$ cat src/rtl/rgb_spi_pkg.sv
// Shared definitions for the RGB SPI command decoder: opcodes, FSM states, speed width.
package rgb_spi_pkg;

    localparam int unsigned SPEED_W = 5;
    localparam logic [SPEED_W-1:0] SPEED_MAX = 5'd31;

    localparam logic [7:0] CMD_SET_ALL = 8'h10;
    localparam logic [7:0] CMD_SET_EN  = 8'h11;
    localparam logic [7:0] CMD_SET_ONE = 8'h12;
    localparam logic [7:0] CMD_READ    = 8'h20;

    typedef enum logic [1:0] {
        S_IDLE,
        S_ARGS,
        S_DISCARD,
        S_READ
    } state_t;

    typedef enum logic [1:0] {
        OP_SET_ALL,
        OP_SET_EN,
        OP_SET_ONE
    } op_t;

endpackage

$ cat src/rtl/rgb_spi_cmd_regs_if.sv
// Byte stream from the SPI slave core into the command decoder.
interface rgb_spi_cmd_regs_if;

    logic [7:0] in_data;
    logic       in_valid;
    logic       in_first;

    modport master (output in_data, output in_valid, output in_first);
    modport slave  (input  in_data, input  in_valid, input  in_first);

endinterface

$ cat src/rtl/rgb_spi_sat5.sv
// Combinational 8-bit to 5-bit speed saturator: values above 31 clamp to 31.
module rgb_spi_sat5
    import rgb_spi_pkg::*;
(
    input  logic [7:0]         in_byte,
    output logic [SPEED_W-1:0] speed
);

    always_comb begin
        speed = (|in_byte[7:SPEED_W]) ? SPEED_MAX : in_byte[SPEED_W-1:0];
    end

endmodule

$ cat src/rtl/rgb_spi_cmd_regs.sv
// Command decoder and speed/enable register file for the RGB LED cycle stage.
// Register readback via command 0x20 is built only when RGB_SPI_CMD_READBACK_EN is defined.
module rgb_spi_cmd_regs
    import rgb_spi_pkg::*;
#(
    parameter logic [SPEED_W-1:0] DEF_R_SPEED = 5'd7,
    parameter logic [SPEED_W-1:0] DEF_G_SPEED = 5'd11,
    parameter logic [SPEED_W-1:0] DEF_B_SPEED = 5'd13,
    parameter logic               DEF_ENABLE  = 1'b1
) (
    input  logic               clk,
    input  logic               rst_n,
    rgb_spi_cmd_regs_if.slave  bus,
    output logic [SPEED_W-1:0] r_speed,
    output logic [SPEED_W-1:0] g_speed,
    output logic [SPEED_W-1:0] b_speed,
    output logic               enable,
    output logic               upd,
    output logic [7:0]         err_cnt,
    output logic [7:0]         resp_data
);

    state_t             state, state_nxt;
    op_t                op, op_nxt;
    logic [1:0]         idx, idx_nxt;
    logic [SPEED_W-1:0] sh_r, sh_g, sh_r_nxt, sh_g_nxt;
    logic [1:0]         sh_ch, sh_ch_nxt;
    logic [SPEED_W-1:0] r_nxt, g_nxt, b_nxt;
    logic               en_nxt, upd_nxt, err_inc;
    logic [SPEED_W-1:0] arg_sat;

    rgb_spi_sat5 u_sat (
        .in_byte (bus.in_data),
        .speed   (arg_sat)
    );

    always_ff @(posedge clk or negedge rst_n) begin
        if (!rst_n) begin
            state   <= S_IDLE;
            op      <= OP_SET_ALL;
            idx     <= '0;
            sh_r    <= '0;
            sh_g    <= '0;
            sh_ch   <= '0;
            r_speed <= DEF_R_SPEED;
            g_speed <= DEF_G_SPEED;
            b_speed <= DEF_B_SPEED;
            enable  <= DEF_ENABLE;
            upd     <= 1'b0;
            err_cnt <= '0;
        end else begin
            state   <= state_nxt;
            op      <= op_nxt;
            idx     <= idx_nxt;
            sh_r    <= sh_r_nxt;
            sh_g    <= sh_g_nxt;
            sh_ch   <= sh_ch_nxt;
            r_speed <= r_nxt;
            g_speed <= g_nxt;
            b_speed <= b_nxt;
            enable  <= en_nxt;
            upd     <= upd_nxt;
            if (err_inc && err_cnt != '1) begin
                err_cnt <= err_cnt + 8'd1;
            end
        end
    end

    // A first-flagged byte restarts decoding from any state; partial shadows are simply dropped.
    always_comb begin
        state_nxt = state;
        op_nxt    = op;
        idx_nxt   = idx;
        sh_r_nxt  = sh_r;
        sh_g_nxt  = sh_g;
        sh_ch_nxt = sh_ch;
        r_nxt     = r_speed;
        g_nxt     = g_speed;
        b_nxt     = b_speed;
        en_nxt    = enable;
        upd_nxt   = 1'b0;
        err_inc   = 1'b0;
        if (bus.in_valid && bus.in_first) begin
            idx_nxt = '0;
            case (bus.in_data)
                CMD_SET_ALL: begin state_nxt = S_ARGS; op_nxt = OP_SET_ALL; end
                CMD_SET_EN:  begin state_nxt = S_ARGS; op_nxt = OP_SET_EN;  end
                CMD_SET_ONE: begin state_nxt = S_ARGS; op_nxt = OP_SET_ONE; end
`ifdef RGB_SPI_CMD_READBACK_EN
                CMD_READ:    state_nxt = S_READ;
`endif
                default: begin
                    state_nxt = S_DISCARD;
                    err_inc   = 1'b1;
                end
            endcase
        end else if (bus.in_valid && state == S_ARGS) begin
            case (op)
                OP_SET_ALL: begin
                    case (idx)
                        2'd0: begin sh_r_nxt = arg_sat; idx_nxt = 2'd1; end
                        2'd1: begin sh_g_nxt = arg_sat; idx_nxt = 2'd2; end
                        default: begin
                            r_nxt     = sh_r;
                            g_nxt     = sh_g;
                            b_nxt     = arg_sat;
                            upd_nxt   = 1'b1;
                            state_nxt = S_DISCARD;
                        end
                    endcase
                end
                OP_SET_EN: begin
                    en_nxt    = bus.in_data[0];
                    upd_nxt   = 1'b1;
                    state_nxt = S_DISCARD;
                end
                default: begin
                    if (idx == 2'd0) begin
                        if (bus.in_data > 8'd2) begin
                            err_inc   = 1'b1;
                            state_nxt = S_DISCARD;
                        end else begin
                            sh_ch_nxt = bus.in_data[1:0];
                            idx_nxt   = 2'd1;
                        end
                    end else begin
                        case (sh_ch)
                            2'd0:    r_nxt = arg_sat;
                            2'd1:    g_nxt = arg_sat;
                            default: b_nxt = arg_sat;
                        endcase
                        upd_nxt   = 1'b1;
                        state_nxt = S_DISCARD;
                    end
                end
            endcase
        end
    end

`ifdef RGB_SPI_CMD_READBACK_EN
    logic [2:0] rd_idx, rd_idx_nxt;
    logic [7:0] resp_nxt;

    always_comb begin
        resp_nxt   = resp_data;
        rd_idx_nxt = rd_idx;
        if (bus.in_valid && bus.in_first) begin
            resp_nxt   = '0;
            rd_idx_nxt = '0;
            if (bus.in_data == CMD_READ) begin
                resp_nxt   = {enable, 2'b00, r_speed};
                rd_idx_nxt = 3'd1;
            end
        end else if (bus.in_valid && state == S_READ) begin
            case (rd_idx)
                3'd1:    resp_nxt = {3'b000, g_speed};
                3'd2:    resp_nxt = {3'b000, b_speed};
                3'd3:    resp_nxt = err_cnt;
                default: resp_nxt = '0;
            endcase
            if (rd_idx != 3'd4) begin
                rd_idx_nxt = rd_idx + 3'd1;
            end
        end
    end

    always_ff @(posedge clk or negedge rst_n) begin
        if (!rst_n) begin
            rd_idx    <= '0;
            resp_data <= '0;
        end else begin
            rd_idx    <= rd_idx_nxt;
            resp_data <= resp_nxt;
        end
    end
`else
    assign resp_data = '0;
`endif

endmodule

$ cat src/flat_wrapper.sv
// flat-port wrapper written by rule: the top's interface ports become plain ports
module rgb_spi_cmd_regs_flat import rgb_spi_pkg::*;
#(
    parameter logic [SPEED_W-1:0] DEF_R_SPEED = 5'd7,
    parameter logic [SPEED_W-1:0] DEF_G_SPEED = 5'd11,
    parameter logic [SPEED_W-1:0] DEF_B_SPEED = 5'd13,
    parameter logic               DEF_ENABLE  = 1'b1
)
  (clk, rst_n, r_speed, g_speed, b_speed, enable, upd, err_cnt, resp_data, bus_in_data, bus_in_valid, bus_in_first);
  rgb_spi_cmd_regs_if bus_i ();
  input  logic clk;
  input  logic rst_n;
  output logic [SPEED_W-1:0] r_speed;
  output logic [SPEED_W-1:0] g_speed;
  output logic [SPEED_W-1:0] b_speed;
  output logic enable;
  output logic upd;
  output logic [7:0] err_cnt;
  output logic [7:0] resp_data;
  input wire logic [$bits(bus_i.in_data)-1:0] bus_in_data;
  input wire logic [$bits(bus_i.in_valid)-1:0] bus_in_valid;
  input wire logic [$bits(bus_i.in_first)-1:0] bus_in_first;
  assign bus_i.in_data = bus_in_data;
  assign bus_i.in_valid = bus_in_valid;
  assign bus_i.in_first = bus_in_first;
  rgb_spi_cmd_regs #(.DEF_R_SPEED(DEF_R_SPEED), .DEF_G_SPEED(DEF_G_SPEED), .DEF_B_SPEED(DEF_B_SPEED), .DEF_ENABLE(DEF_ENABLE)) u_core (.clk(clk), .rst_n(rst_n), .bus(bus_i), .r_speed(r_speed), .g_speed(g_speed), .b_speed(b_speed), .enable(enable), .upd(upd), .err_cnt(err_cnt), .resp_data(resp_data));
endmodule
$ cat config.mk
export PLATFORM = sky130hd
export DESIGN_NAME = rgb_spi_cmd_regs_flat
export DESIGN_NICKNAME = d
export VERILOG_FILES = /design/src/rtl/rgb_spi_pkg.sv /design/src/rtl/rgb_spi_cmd_regs_if.sv /design/src/rtl/rgb_spi_sat5.sv /design/src/rtl/rgb_spi_cmd_regs.sv /design/src/flat_wrapper.sv
export SDC_FILE = /design/constraint.sdc
export NUM_CORES = 1
export LEC_CHECK = 0
export BUFFER_PORTS_ARGS = -buffer_cell sky130_fd_sc_hd__buf_4
export CAP_MARGIN = 20
export CORE_MARGIN = 8
export CORE_UTILIZATION = 54
export DETAILED_ROUTE_END_ITERATION = 6
export GPL_ROUTABILITY_DRIVEN = 0
export MAX_ROUTING_LAYER = met4
export PLACE_DENSITY = 0.77
export SYNTH_ARGS = -nofsm -noshare
export SYNTH_HDL_FRONTEND = slang
export SYNTH_HIERARCHICAL = 1
export SYNTH_SLANG_ARGS = --single-unit
$ cat constraint.sdc
create_clock -name clk -period 2.7 [get_ports clk]
set_clock_uncertainty 0.1 [all_clocks]
set_input_delay 0.81 -clock clk [delete_from_list [all_inputs] [get_ports clk]]
set_output_delay 0.81 -clock clk [all_outputs]
set_load 0.05 [all_outputs]
# Word-level counts from Yosys, hierarchy flattened
# Index checks and enable logic that the tools add are counted.
# op_classes
addsub	1
mul	0
div_mod_pow	0
n_lt_le_gt_ge	1
eq_ne	15
shift	0
n_mux	38
bitwise	4
n_reduce_logical	27
# ops
op	n
2-to-1 mux 5 bit	10
case mux 5 bit (2 select lines)	3
== test 8 x 5 -> 1 bit, second input constant	3
2-to-1 mux 2 bit	10
AND reduction 6 bit	3
case mux 2 bit (2 select lines)	3
2-to-1 mux 1 bit	10
AND reduction 5 bit	2
nonzero test 3 bit	3
adder 8 x 1 -> 8 bit, second input constant	1
== test 2 x 1 -> 1 bit, second input constant	4
greater-than comparator 8 x 2 -> 1 bit, second input constant	1
inequality test 8 bit, second input constant	1
AND reduction 4 bit	2
zero test 2 bit	3
inequality test 3 x 2 -> 1 bit, second input constant	2
case mux 2 bit (3 select lines)	1
AND reduction 3 bit	2
nonzero test 2 bit	3
OR reduction 2 bit	3
OR reduction 3 bit	2
inequality test 5 x 4 -> 1 bit, second input constant	1
inequality test 2 x 1 -> 1 bit, second input constant	2
inequality test 2 bit, second input constant	2
other kinds (4)	9
# totals
reg_bits	43
latch_bits	0
ram_bits	0
rom_bits	0
input_bits	12
out_inout_bits	33
n_memories	0

# Longest topological paths before layout
# logic_depth
depth_word	7
depth_mapped	5

# Modules after synthesis
# The synthesis kept the hierarchy.
# by_module_without_submodules
module	n_inst	cells_each	area_each_um2
rgb_spi_cmd_regs	1	174	2097.0
rgb_spi_sat5	1	5	37.5

# Least setup slack after synthesis
# OpenSTA, ideal clock, no wires.
# synth_path
path_kind	input-to-reg
from	in bus_in_data[4]
to	reg u_core.err_cnt[1]
setup_ps	125
t_arrival_ps	2042
slack_ps	433
path_stages	5
n_path_buf	0
cell_sequence	or4_1 > nor2_2 > nand2_2 > and3_4 > mux2_4
# synth_between
elab_chain_len	7
word_cells_on_any_way	12
cone_classes	1 x order compare; 3 x eq/ne; 6 x mux; 2 x reduce/logical
# synth_rtl
item	line_no	rtl
start, declared	flat_wrapper.sv:20	input wire logic [$bits(bus_i.in_data)-1:0] bus_in_data;
greater-than comparator 8 x 2 -> 1 bit	rgb_spi_cmd_regs.sv:119	if (bus.in_data > 8'd2) begin
2-to-1 mux 1 bit	rgb_spi_cmd_regs.sv:119	
2-to-1 mux 1 bit	rgb_spi_cmd_regs.sv:118	if (idx == 2'd0) begin
2-to-1 mux 1 bit	rgb_spi_cmd_regs.sv:98	case (op)
2-to-1 mux 1 bit	rgb_spi_cmd_regs.sv:97	end else if (bus.in_valid && state == S_ARGS) begin
2-to-1 mux 1 bit (*)	rgb_spi_cmd_regs.sv:83	if (bus.in_valid && bus.in_first) begin
logical AND 1 bit (*)	rgb_spi_cmd_regs.sv:63	if (err_inc && err_cnt != '1) begin
end signal, assigned	rgb_spi_cmd_regs.sv:64	err_cnt <= err_cnt + 8'd1;
end, declared	rgb_spi_cmd_regs.sv:19	output logic [7:0] err_cnt,
# Every way passes the cells marked *; elsewhere a longest branch is shown, timed or not.
# A chain may end at the register's enable or synchronous reset.

# Final worst setup path
# layout_path
from	in bus_in_data[1]
to	reg u_core.err_cnt[1]
# Same word-level chain as after synthesis.

==> results.md <==
- The time the worst path needs with I/O delays and setup is 2220 ps.
- The number of enable flip-flop cells after synthesis is 0.
- The clock passes through at most 2 buffers.
- The final-report max-slew violation count came to 0.
- The via count of the first global-routing pass is 1550.
- The clock root buffer master is clkbuf_8.
- Post-CTS repair changed the size of 0 cells.
- The final wirelength is 4589 um.
- In this run the worst path has a maximum fanout of 8.
- The number of DRC violations after detailed routing is 0.
- The final count of hold timing violations is 0.
- The antenna diode count is 0.
- The violation count after the first detailed-route iteration is between 100 and 150.
- Measured in cells, the most critical reg-to-reg path has a length of 5.
- The ratio of routed vias to standard cells is between 5 and 6.
- Timing would allow up to 450.4 MHz.
- The most critical setup path has its startpoint at bus_in_data[1].
- The type of the tightest min-delay check is reg2reg.
- The critical path startpoint category is an input port.
- The total power per unit cell area is 668.2 nW/um2.
- The slew at the pin with the worst max-slew slack is roughly 650 ps.
- After synthesis, flip-flops and latches occupy 51.00% of the total area.
- The worst hold path stage count is 2.
- The dominant synthesized flop cell is dfrtp_1.
- The most common cell in the synthesized netlist is dfrtp_1.
- The number of top-level pins is 45.
- The kind of capture point of the worst setup path is a flip-flop.
- CTS built an H-tree with a depth of 2.
- For this run, the total global-route usage over all layers was measured as 15.71%.
- The final cell area excluding filler cells is 2562 um2.
- The average cell area after synthesis is between 10 and 15 um2.
- The growth of design area from synthesis to finish is 20.05%.
- The clock transition at the register clock pins on the worst setup and hold paths after CTS is around 80 ps.
- The placeable core region is about 3900 um2.
- The number of max-capacitance violations reported is 0.
- The clock tree from TritonCTS is yes.
- The number of sinks on the clock net is 43.
- The required time at the worst-slack endpoint is 2790 ps.
- The insertion delay of the later-clocked pin in the worst-skew pair is 290 ps.
- Once the floorplan was initialized, standard cells occupied between 50% and 60% of the core.
- The Yosys step of the flow raised 6 warnings.
- The post-CTS setup-driven buffer insertion count is 0.
- The cell area after synthesis is roughly 2100 um2.
- Yosys attributes the largest share of cell area to dfrtp_1 (39%), dfstp_2 (12%), mux2_2 (9.5%), mux2i_1 (4.7%), buf_4 (3.5%).
- The number of nets with antenna violations after routing is 0.
- The worst setup path is of the in2reg kind.
- In this run, post-CTS hold repair placed 0 buffers.
- Setup violations remaining at the end of the flow were counted as 0.
- Following the worst setup path forward leads to its endpoint at u_core/err_cnt[1].
- Of the available clock period, the critical path in the final layout requires 82.23%.
- The half-perimeter wire length of the detailed placement result is 3373 um.
- The kind of cell with the highest combined delay on the critical path is compound AO/OA/AOI/OAI gates.
- The async set-reset flop share out of synthesis is 100.0%.
- The cell area after placement is between 2000 and 2500 um2.
- The worst register-to-register path ends at u_core/err_cnt[1].
- After global routing the overflow that remains totals 0.
- The top cell type by area accounts for 38.69% of the synthesized area.
- The static power due to leakage is 1.234 nW.
- In the synthesized netlist, the cells that appear most often are dfrtp_1 (33), mux2_2 (18), nand2_1 (18), o21ai_0 (14).
- The die area is approximately 6200 um2.
- From left edge to right edge, the die measures 78.87 um.
- The number of distinct library cells after synthesis is 45.
- Setup repair after global routing left no endpoint under its margin.
- The setup TNS after final layout is 0 ps.
- In the final design database the tool counted 233 nets.
- In this run the critical register-to-register path is launched from u_core/idx[1].
- Across the VDD grid, the largest voltage drop is 0.5997 mV.
- The critical path goes through buf_4 -> a211o_1 -> nor4_4 -> o32ai_2 -> and3_4 -> mux2_4.
- The number of I/O port buffers is 36.
- The number of synthesized register bits is 43.
- The maximum number of pins on one net before global-route repair is 44.
- The signal arrival time at the worst endpoint is around 2300 ps.
- The flow ran to the end, and the final reports show no timing, DRC or antenna violations.
- Counting the buffers created by CTS gives 5.
- The first global-routing pass estimated 7583 um of wire.
- The post-route netlist has 38.91% of its cells at a drive strength greater than 1.
- The pre-antenna-repair detailed-routing pass consisted of 4 iterations.
- On the worst path, the slowest cell contributes a delay of roughly 360 ps.
- The final routed wire length divided by cell count is 16.93 um.
- The most area-hungry cell type in the Yosys netlist is dfrtp_1.
- The initial antenna violation count is 0.
- The critical path runs through a total of 6 cells.
- The number of buffers and inverters on the critical path is 1.
- Synthesis handed over a netlist of 179 instances.
- The headroom to the max-slew limit is 56.16%.
- On the critical path, the stage with the largest delay is an instance of a211o_1.
- In this run the core area contains 23 standard-cell rows.
- The die boundary height is 78.87 um.
- The total vias in the final route is between 1500 and 2000.
- The reg2reg setup slack is 620 ps.
[worst min-delay path by stage]
stage / endpoint / from / slack, ps
2_1_floorplan: u_core/state[1] / u_core/state[1] / 360
3_3_place_gp: u_core/r_speed[4] / u_core/r_speed[4] / 360
3_5_place_dp: u_core/r_speed[1] / u_core/r_speed[1] / 370
4_1_cts: u_core/r_speed[1] / u_core/r_speed[1] / 380
5_1_grt: u_core/r_speed[0] / u_core/r_speed[0] / 400
6_report: u_core/r_speed[1] / u_core/r_speed[1] / 380
[stage by stage]
stage | hold slack, ps | total power, mW | worst slack, ps | util (%) | instances
2_1_floorplan | 355.8 | 1.006 | 433.0 | - | 186
3_3_place_gp | 362.1 | 1.124 | 251.8 | 61.99 | 263
3_5_place_dp | 372.1 | 1.137 | 190.2 | 61.99 | 263
4_1_cts | 384.8 | 1.729 | 512.8 | 65.47 | 271
5_1_grt | 402.6 | 1.782 | 453.2 | 65.47 | 271
6_report | 379.5 | 1.712 | 479.9 | 65.47 | 271
[tightest hold or removal path, stage by stage, from the launching register on]
cell and delay [ps]:
dfstp_2 370, nand2_1 40, o21ai_0 60
[cells in the final DEF, fill, tap and decap left out, drive strengths merged, types with 3 or more instances in the layout]
cell / netlist / layout
a21oi: 3 / 3
clkbuf: 0 / 5
nand2: 20 / 20
and4: 3 / 3
nand4: 6 / 6
mux2i: 10 / 10
o21ai: 15 / 15
or4: 6 / 6
nand3: 4 / 4
buf: 10 / 37
and3: 4 / 4
conb: 1 / 8
dfrtp: 33 / 33
xnor2: 4 / 4
nor2: 5 / 5
mux2: 20 / 20
dfstp: 10 / 10
[cells by family after synthesis]
logic type | after synthesis | share of synthesized area, %
compound gates | 26 | 8.618
xor+xnor | 5 | 2.051
fa+ha+maj | 1 | 0.5861
buf+inv | 11 | 3.693
flops | 43 | 51.00
mux | 30 | 15.42
other cells | 1 | 0.1757
simple gates | 62 | 18.46
[routing by layer]
layer  track usage, %  vias up  wire, um
met4            7.222        0        55
met5                -        -         0
met1            18.78      749      2009
li1                 -      730         -
met3            4.176        6       306
met2            24.36       51      2217
[sequential cells by signal, indices dropped and copies added (netlist names)]
name,cells
u_core/state,2
u_core/err_cnt,8
u_core/r_speed,5
u_core/sh_r,5
u_core/b_speed,5
u_core/upd,1
u_core/sh_ch,2
u_core/g_speed,5
u_core/idx,2
u_core/enable,1
u_core/sh_g,5
u_core/op,2
[area by class of cell]
class	instances	area (um2)
tap	50	62.56
inverter	1	3.754
clock buffer	5	68.82
sequential	43	1089
clock inverter	3	67.56
multi-input combinational	132	993.5
timing repair buffer	37	277.8
fill	316	1351
[report_power, final]
part	internal, mW	switching, mW	total [mW]
Combinational	0.124	0.255	0.378
Sequential	0.686	0.0625	0.748
Clock	0.369	0.217	0.586
Power figures use the tool's default switching activity.
